<file path="config.mk">
export PLATFORM = sky130hd
export DESIGN_NAME = mem_stage
export DESIGN_NICKNAME = d
export VERILOG_FILES = /design/src/rtl/mem_stage.sv
export SDC_FILE = /design/constraint.sdc
export NUM_CORES = 1
export LEC_CHECK = 0
export ABC_AREA = 1
export CAP_MARGIN = 20
export CORE_UTILIZATION = 49
export DETAILED_ROUTE_END_ITERATION = 10
export GPL_ROUTABILITY_DRIVEN = 1
export HOLD_SLACK_MARGIN = 0.08
export PLACE_DENSITY = 0.84
export SYNTH_ARGS = -nofsm -noshare
export SYNTH_HDL_FRONTEND = slang
export SYNTH_SLANG_ARGS = --single-unit
</file>
<file path="constraint.sdc">
create_clock -name CLK -period 4 [get_ports CLK]
set_input_delay 0.4 -clock CLK [delete_from_list [all_inputs] [get_ports CLK]]
set_output_delay 0.4 -clock CLK [all_outputs]
set_load 0.05 [all_outputs]
</file>
<file path="src/rtl/mem_stage.sv">
// mem_stage: MIPS memory-access stage; req/ack data port with byte-lane alignment,
// load sign/zero extension, access timeout and a registered write-back value.
module mem_stage #(
   parameter int TIMEOUT_CYC = 1023
) (
   input  logic        CLK,
   input  logic        RST,
   input  logic [31:0] Ins,
   input  logic [31:0] Result,
   input  logic [31:0] Rdata2,
   input  logic        valid,
   output logic        stall,
   output logic        dmem_req,
   output logic        dmem_we,
   output logic [31:0] dmem_addr,
   output logic [3:0]  dmem_be,
   output logic [31:0] dmem_wdata,
   input  logic [31:0] dmem_rdata,
   input  logic        dmem_ack,
   output logic [31:0] Wdata,
   output logic        wb_valid,
   output logic        err
);
   localparam int CW = $clog2(TIMEOUT_CYC + 1);
   localparam logic [5:0] LB = 6'h20, LH = 6'h21, LW = 6'h23, LBU = 6'h24, LHU = 6'h25;
   localparam logic [5:0] SB = 6'h28, SH = 6'h29, SW = 6'h2B;
   typedef enum logic {IDLE, WAIT} state_t;
   state_t        state_q, state_d;
   logic [CW-1:0] cnt_q, cnt_d;
   logic [5:0]    op_q, op_d;
   logic [1:0]    off_q, off_d;
   logic          req_q, req_d, we_q, we_d, wbv_q, wbv_d, err_q, err_d;
   logic [31:0]   addr_q, addr_d, wdt_q, wdt_d, wd_q, wd_d;
   logic [3:0]    be_q, be_d;
   logic [5:0]    op;
   logic [1:0]    off;
   logic          is_ld, is_st, mis, tmo, stall_c, unused_ins;
   logic [7:0]    lb;
   logic [15:0]   lh;
   logic [31:0]   ld;
   assign op         = Ins[31:26];
   assign off        = Result[1:0];
   assign unused_ins = ^Ins[25:0];
   assign is_ld      = op inside {LB, LH, LW, LBU, LHU};
   assign is_st      = op inside {SB, SH, SW};
   assign mis        = (op inside {LH, LHU, SH} && off[0]) || (op inside {LW, SW} && off != 2'b00);
   assign tmo        = !dmem_ack && cnt_q == CW'(TIMEOUT_CYC - 1);
   assign lb         = dmem_rdata[{off_q, 3'b000} +: 8];
   assign lh         = off_q[1] ? dmem_rdata[31:16] : dmem_rdata[15:0];
   assign ld         = op_q == LB  ? {{24{lb[7]}}, lb} :
                       op_q == LBU ? {24'h0, lb} :
                       op_q == LH  ? {{16{lh[15]}}, lh} :
                       op_q == LHU ? {16'h0, lh} :
                       op_q == LW  ? dmem_rdata : 32'h0;
   always_comb begin
      state_d = state_q;
      cnt_d   = cnt_q;
      op_d    = op_q;
      off_d   = off_q;
      req_d   = req_q;
      we_d    = we_q;
      addr_d  = addr_q;
      be_d    = be_q;
      wdt_d   = wdt_q;
      wd_d    = wd_q;
      wbv_d   = 1'b0;
      err_d   = 1'b0;
      stall_c = 1'b0;
      if (state_q == IDLE) begin
         if (valid && !(is_ld || is_st)) begin
            wd_d  = Result;
            wbv_d = 1'b1;
         end else if (valid && mis) begin
            err_d = 1'b1;
         end else if (valid) begin
            stall_c = 1'b1;
            op_d    = op;
            off_d   = off;
            req_d   = 1'b1;
            we_d    = is_st;
            addr_d  = {Result[31:2], 2'b00};
            be_d    = op == SB ? 4'b0001 << off : op == SH ? (off[1] ? 4'b1100 : 4'b0011) : 4'b1111;
            wdt_d   = op == SB ? {4{Rdata2[7:0]}} : op == SH ? {2{Rdata2[15:0]}} : op == SW ? Rdata2 : 32'h0;
            cnt_d   = '0;
            state_d = WAIT;
         end
      end else if (dmem_ack) begin
         req_d   = 1'b0;
         wbv_d   = 1'b1;
         wd_d    = ld;
         state_d = IDLE;
      end else if (tmo) begin
         // final WAIT cycle releases upstream; the instruction retires as an error
         req_d   = 1'b0;
         err_d   = 1'b1;
         wd_d    = 32'h0;
         state_d = IDLE;
      end else begin
         cnt_d   = cnt_q + 1'b1;
         stall_c = 1'b1;
      end
   end
   always_ff @(posedge CLK or negedge RST) begin
      if (!RST) begin
         state_q <= IDLE;
         cnt_q   <= '0;
         op_q    <= '0;
         off_q   <= '0;
         req_q   <= 1'b0;
         we_q    <= 1'b0;
         addr_q  <= '0;
         be_q    <= '0;
         wdt_q   <= '0;
         wd_q    <= '0;
         wbv_q   <= 1'b0;
         err_q   <= 1'b0;
      end else begin
         state_q <= state_d;
         cnt_q   <= cnt_d;
         op_q    <= op_d;
         off_q   <= off_d;
         req_q   <= req_d;
         we_q    <= we_d;
         addr_q  <= addr_d;
         be_q    <= be_d;
         wdt_q   <= wdt_d;
         wd_q    <= wd_d;
         wbv_q   <= wbv_d;
         err_q   <= err_d;
      end
   end
   // stall is combinational, so reset must mask it directly
   assign stall      = RST & stall_c;
   assign dmem_req   = req_q;
   assign dmem_we    = we_q;
   assign dmem_addr  = addr_q;
   assign dmem_be    = be_q;
   assign dmem_wdata = wdt_q;
   assign Wdata      = wd_q;
   assign wb_valid   = wbv_q;
   assign err        = err_q;
endmodule

</file>
### Yosys cells after proc, flatten, opt, wreduce, memory -nomap -nowiden

Cells that the tools add are included.

* register bits: 121
* output and inout port bits: 105
* logic and storage cells: 100
* bits of input ports: 132

* shift-type cells: 2
* bitwise gates (word level): 4
* equal/unequal tests: 19
* reduce and logical (&&, ||, !) cells: 20
* multiplexer cells: 42
* $add $sub $neg: 1

Operators by type and width (count)
* two-way mux 32 bit: 12
* == test 6 bit (second input constant): 13
* two-way mux 10 bit: 6
* indexed part select 32 x 6 -> 8 bit: 1
* two-way mux 1 bit: 20
* two-way mux 16 bit: 1
* two-way mux 4 bit: 3
* adder 10 x 1 -> 10 bit (second input constant): 1
* == test 10 bit (second input constant): 1
* inequality test 2 bit (second input constant): 4
* AND reduction 4 bit: 2
* nonzero test 2 bit: 4
* nonzero test 3 bit: 2
* logical AND 1 bit: 5
* AND reduction 5 bit: 1
* nonzero test 5 bit: 1
* left shift 1 x 2 -> 4 bit (first input constant): 1
* inequality test 3 x 2 -> 1 bit (second input constant): 1
* inverter 1 bit: 3
* logical NOT 1 bit: 2
* logical OR 1 bit: 2
* AND reduction 2 bit: 1
* AND 1 bit: 1

### Depth between registers and ports, before layout

* depth after elaboration: 9
* mapped depth: 11
* depth with buffers taken out: 10

### Worst setup path after synthesis

No wires, ideal clock.

* path kind: input-to-output
* from: input Ins[31]
* to: output stall
* arrival time: 1906 ps
* buffers on the path: 1
* required time: 3600 ps
* cell stages on the path: 9
* slack: 1694 ps
* path through: inv_1 > nor2_4 > nand3_2 > nand3_2 > nand2_2 > nor2_8 > nor2_4 > buf_6 > nor2_1

* cells in the longest elaborated chain, start to end: 9
* elaborated cells between the ends (all ways): 23
* those cells by class: 8 x eq/ne; 3 x mux; 1 x bitwise; 11 x reduce/logical

Ends and longest elaborated chain
* start, declared: RTL line 8 `input logic [31:0] Ins,`
* == test 6 bit (on tied branches): RTL line 44, 46, 45
* nonzero test 3 bit / nonzero test 2 bit (equally long branches): RTL line 46 `assign mis = (op inside {LH, LHU, SH} && off[0]) || (op inside {LW, SW} && off != 2'b00);`
* logical AND 1 bit: RTL line 46
* logical OR 1 bit: RTL line 46
* logical AND 1 bit: RTL line 73 `end else if (valid && mis) begin`
* two-way mux 1 bit: RTL line 73
* two-way mux 1 bit *: RTL line 70 `if (valid && !(is_ld || is_st)) begin`
* two-way mux 1 bit *: RTL line 69 `if (state_q == IDLE) begin`
* AND 1 bit *: RTL line 133 `assign stall = RST & stall_c;`
* end, declared: RTL line 12 `output logic stall,`

Mark *: on every way between the ends. The rest lies on a longest branch, timed or not.

### Worst setup path in the final report

* from: register state_q
* to: output stall

* cells in the longest elaborated chain, start to end: 2

Ends and longest elaborated chain
* start, declared: RTL line 28 `state_t state_q, state_d;`
* start signal, assigned: RTL line 118 `state_q <= state_d;`
* two-way mux 1 bit: RTL line 69
* AND 1 bit: RTL line 133

No other way between the ends.

==> results by group <==
Status
  – Status: complete, no violations

Cells and area
  – Diode count: 0
  – Layout cells sized above 1: 5.60%
  – Area growth from synthesis to layout: 40.3%
  – # fillers: 1062
  – Multi-input gate area: 0.00300 mm^2
  – Nets@finish: 1263
  – Register area: around 0.003 mm^2
  – Final cell count without fillers: 1318

STA
  – Unrepaired setup endpoints after global routing: no
  – Fin crit period: 2.93 ns
  – WHS: 0.403 ns
  – Tightest Pin Transition: 0.843 ns
  – Slew Limit Fails: 0
  – Worst Skew: around 0.009 ns
  – Period utilisation layout: 73.1%
  – Count of final hold-check violations: 0
  – Slew Limit Headroom: 43.8%
  – Fmax: 0.342 GHz
  – Fin Setup TNS: 0 ns
  – Setup-failing EPs final: 0

Drt
  – Post-Route WL: 19.5 mm
  – 1st-iter DRT viols: 448
  – Final ANT Viol Nets: 0
  – Routed vias/inst: 5.02
  – DRC Markers: 0
  – Avg WL per Cell: ~15 um
  – Pre-Repair DR Iteration Count: 5
  – Via Count: 6619

Clock network
  – Skew-Pair Late Insertion Delay: 0.42 ns
  – H-tree Lvls: 4
  – Post-CTS sizing: 0
  – CTS tree: done
  – Cts bufs inserted: 17
  – Hold Buf Count CTS: 1
  – Clock slew at reported path FFs: roughly 0.060 ns
  – CTS Sinks: 121
  – Largest buffer count on any clock path: 2
  – Root Buffer: clkbuf_16
  – # Post-CTS Setup Buffers: 0

Critical path
  – Worst path required time: 3.60 ns
  – Worst path slowest cell: dfrtp_1
  – CP Cell Sequence: buf_4, inv_1, nor2_1, nand2_4, inv_2, nor2_4, nor2_1, buf_4
  – Critical Path Fanout Max: 28
  – Startpoint type of the worst setup path: flop
  – WP buf/inv: 4
  – Crit path launch: state_q
  – Setup crit end kind: output pin
  – RR Startpoint: state_q
  – CP delay by family, top: buffers and inverters
  – Crit-path max cell delay: 0.50 ns
  – Crit Path Category: reg2out
  – WP data arrival: between 2 and 3 ns

Synthesis
  – Mapped Cells: 932
  – Seq/Total Area, Yosys: 45.7%
  – Seq cells post-synth: 121
  – Cell Area, Synth: about 0.0066 mm^2
  – Warnings, synthesis: 0
  – Syn avg cell area: roughly 7.1 um^2
  – Distinct cells, synth: 35

Die
  – Row cnt: 42
  – DIE AREA: 0.0140 mm^2
  – Die X: 118 um
  – Core area: ~0.013 mm^2
  – Ports: between 200 and 250
  – Starting Density: 50.2%
  – DIE HEIGHT: 118 um

GRT
  – Pin count of the biggest net entering global routing: 69
  – Vias in the first global route: approximately 6400
  – First-pass GRT wire length: 31.6 mm
  – GRT Overall Usage: between 20% and 30%
  – Global route overflow: 0
  – Antenna violations before repair: 0

Placed design
  – Port Buf Inserts: roughly 210
  – DPL Wire Length: 13.9 mm
  – DP Cell Count: around 1300
  – Placer congestion estimate: 0.915

Run
  – Max-cap violation count: 0

Power and ir drop
  – Pwr Density: 544 mW/mm^2
  – Leakage: between 0.004 and 0.005 uW
  – Peak supply drop: 0.319 mV
  – Power Total: roughly 5000 uW

Min path
  – Worst hold path type: in2async
==> per-stage QoR <==
step | setup slack, ns | utilization [%] | instance area (um^2)
2_1_floorplan | 1.69 | - | 6630
3_3_place_gp | 1.25 | 66.1 | 8720
3_5_place_dp | 1.22 | 66.1 | 8720
4_1_cts | 1.06 | 70.5 | 9300
5_1_grt | 0.884 | 70.5 | 9300
6_report | 1.07 | 70.5 | 9300
==> routing by layer <==
layer  routed length, um  share of wire (%)  global-route usage [%]
met1                8130                 42                    35.3
met3                1520                7.8                    8.35
met5                   0                  0                       0
met2                9360                 48                    47.7
met4                 465                2.4                    12.3
==> cell usage after synthesis, drive strengths merged <==
library cell | instances | area (um^2)
o21ai | 85 | 429
clkinv | 2 | 7.51
or2 | 1 | 6.26
o211ai | 1 | 7.51
clkbuf | 10 | 37.5
nand3b | 3 | 22.5
nand3 | 49 | 260
xor2 | 6 | 52.6
nor2 | 143 | 583
o31ai | 1 | 7.51
nor3 | 2 | 15.0
a21oi | 38 | 190
xnor2 | 1 | 8.76
nand2 | 342 | 1330
dfrtp | 121 | 3030
ha | 2 | 25.0
nand4 | 6 | 43.8
conb | 1 | 3.75
inv | 88 | 333
o21bai | 1 | 7.51
buf | 29 | 230
==> power by group <==
part	total (uW)	switching (uW)	internal, uW
logic	2020	1360	657
registers	1580	136	1450
clock network	1450	557	897
==> cell type report <==
| type | instances | share of cell area [%] |
|---|---|---|
| Clock inverter | 11 | 1.05 |
| Tap cell | 176 | 2.37 |
| Clock buffer | 21 | 5.06 |
| Multi-Input combinational cell | 683 | 32.3 |
| Sequential cell | 121 | 32.6 |
| Timing Repair Buffer | 216 | 23.0 |
| Inverter | 90 | 3.66 |
==> registers in the layout, summed over array words and instances (netlist names) <==
register and count:
dmem_req 1, state_q 1, dmem_addr 30, wb_valid 1, Wdata 32, dmem_wdata 32, cnt_q 10, op_q 6
off_q 2, err 1, dmem_we 1, dmem_be 4
==> path summary, 6_finish.rpt <==
path | end | slack (ns) | cells after the start
setup reg to reg | Wdata[24] | 1.48 | 8
setup / recovery | stall | 1.07 | 8
max in group asynchronous | dmem_be[1] | 2.47 | 3
hold / removal | dmem_addr[12] | 0.40 | 2
hold reg to reg | dmem_req | 0.48 | 2
min in group CLK | dmem_req | 0.48 | 2
==> cell usage in the layout, fill, tap and decap left out, drive strengths merged <==
master,netlist,final
inv,88,88
or2,1,1
o21ai,85,85
o21bai,1,1
nand2,342,342
dfrtp,121,121
ha,2,2
nand3b,3,3
clkdlybuf4s50,0,206
o31ai,1,1
nor3,2,2
xor2,6,6
xnor2,1,1
nor2,143,143
clkbuf,10,21
a21oi,38,38
conb,1,2
bufinv,0,1
clkinv,2,5
clkinvlp,0,7
nand3,49,49
nand4,6,6
o211ai,1,1
dlygate4sd3,0,1
buf,29,9
==> logic make-up after synthesis <==
| kind of cell | count (synthesis) | share of synthesized area (%) |
|---|---|---|
| compound gates | 126 | 9.69 |
| xor+xnor | 7 | 0.925 |
| fa+ha+maj | 2 | 0.378 |
| buf+inv | 129 | 9.18 |
| flops | 121 | 45.7 |
| other cells | 1 | 0.0566 |
| simple gates | 546 | 34.1 |
(Power assumes the default switching activity.)
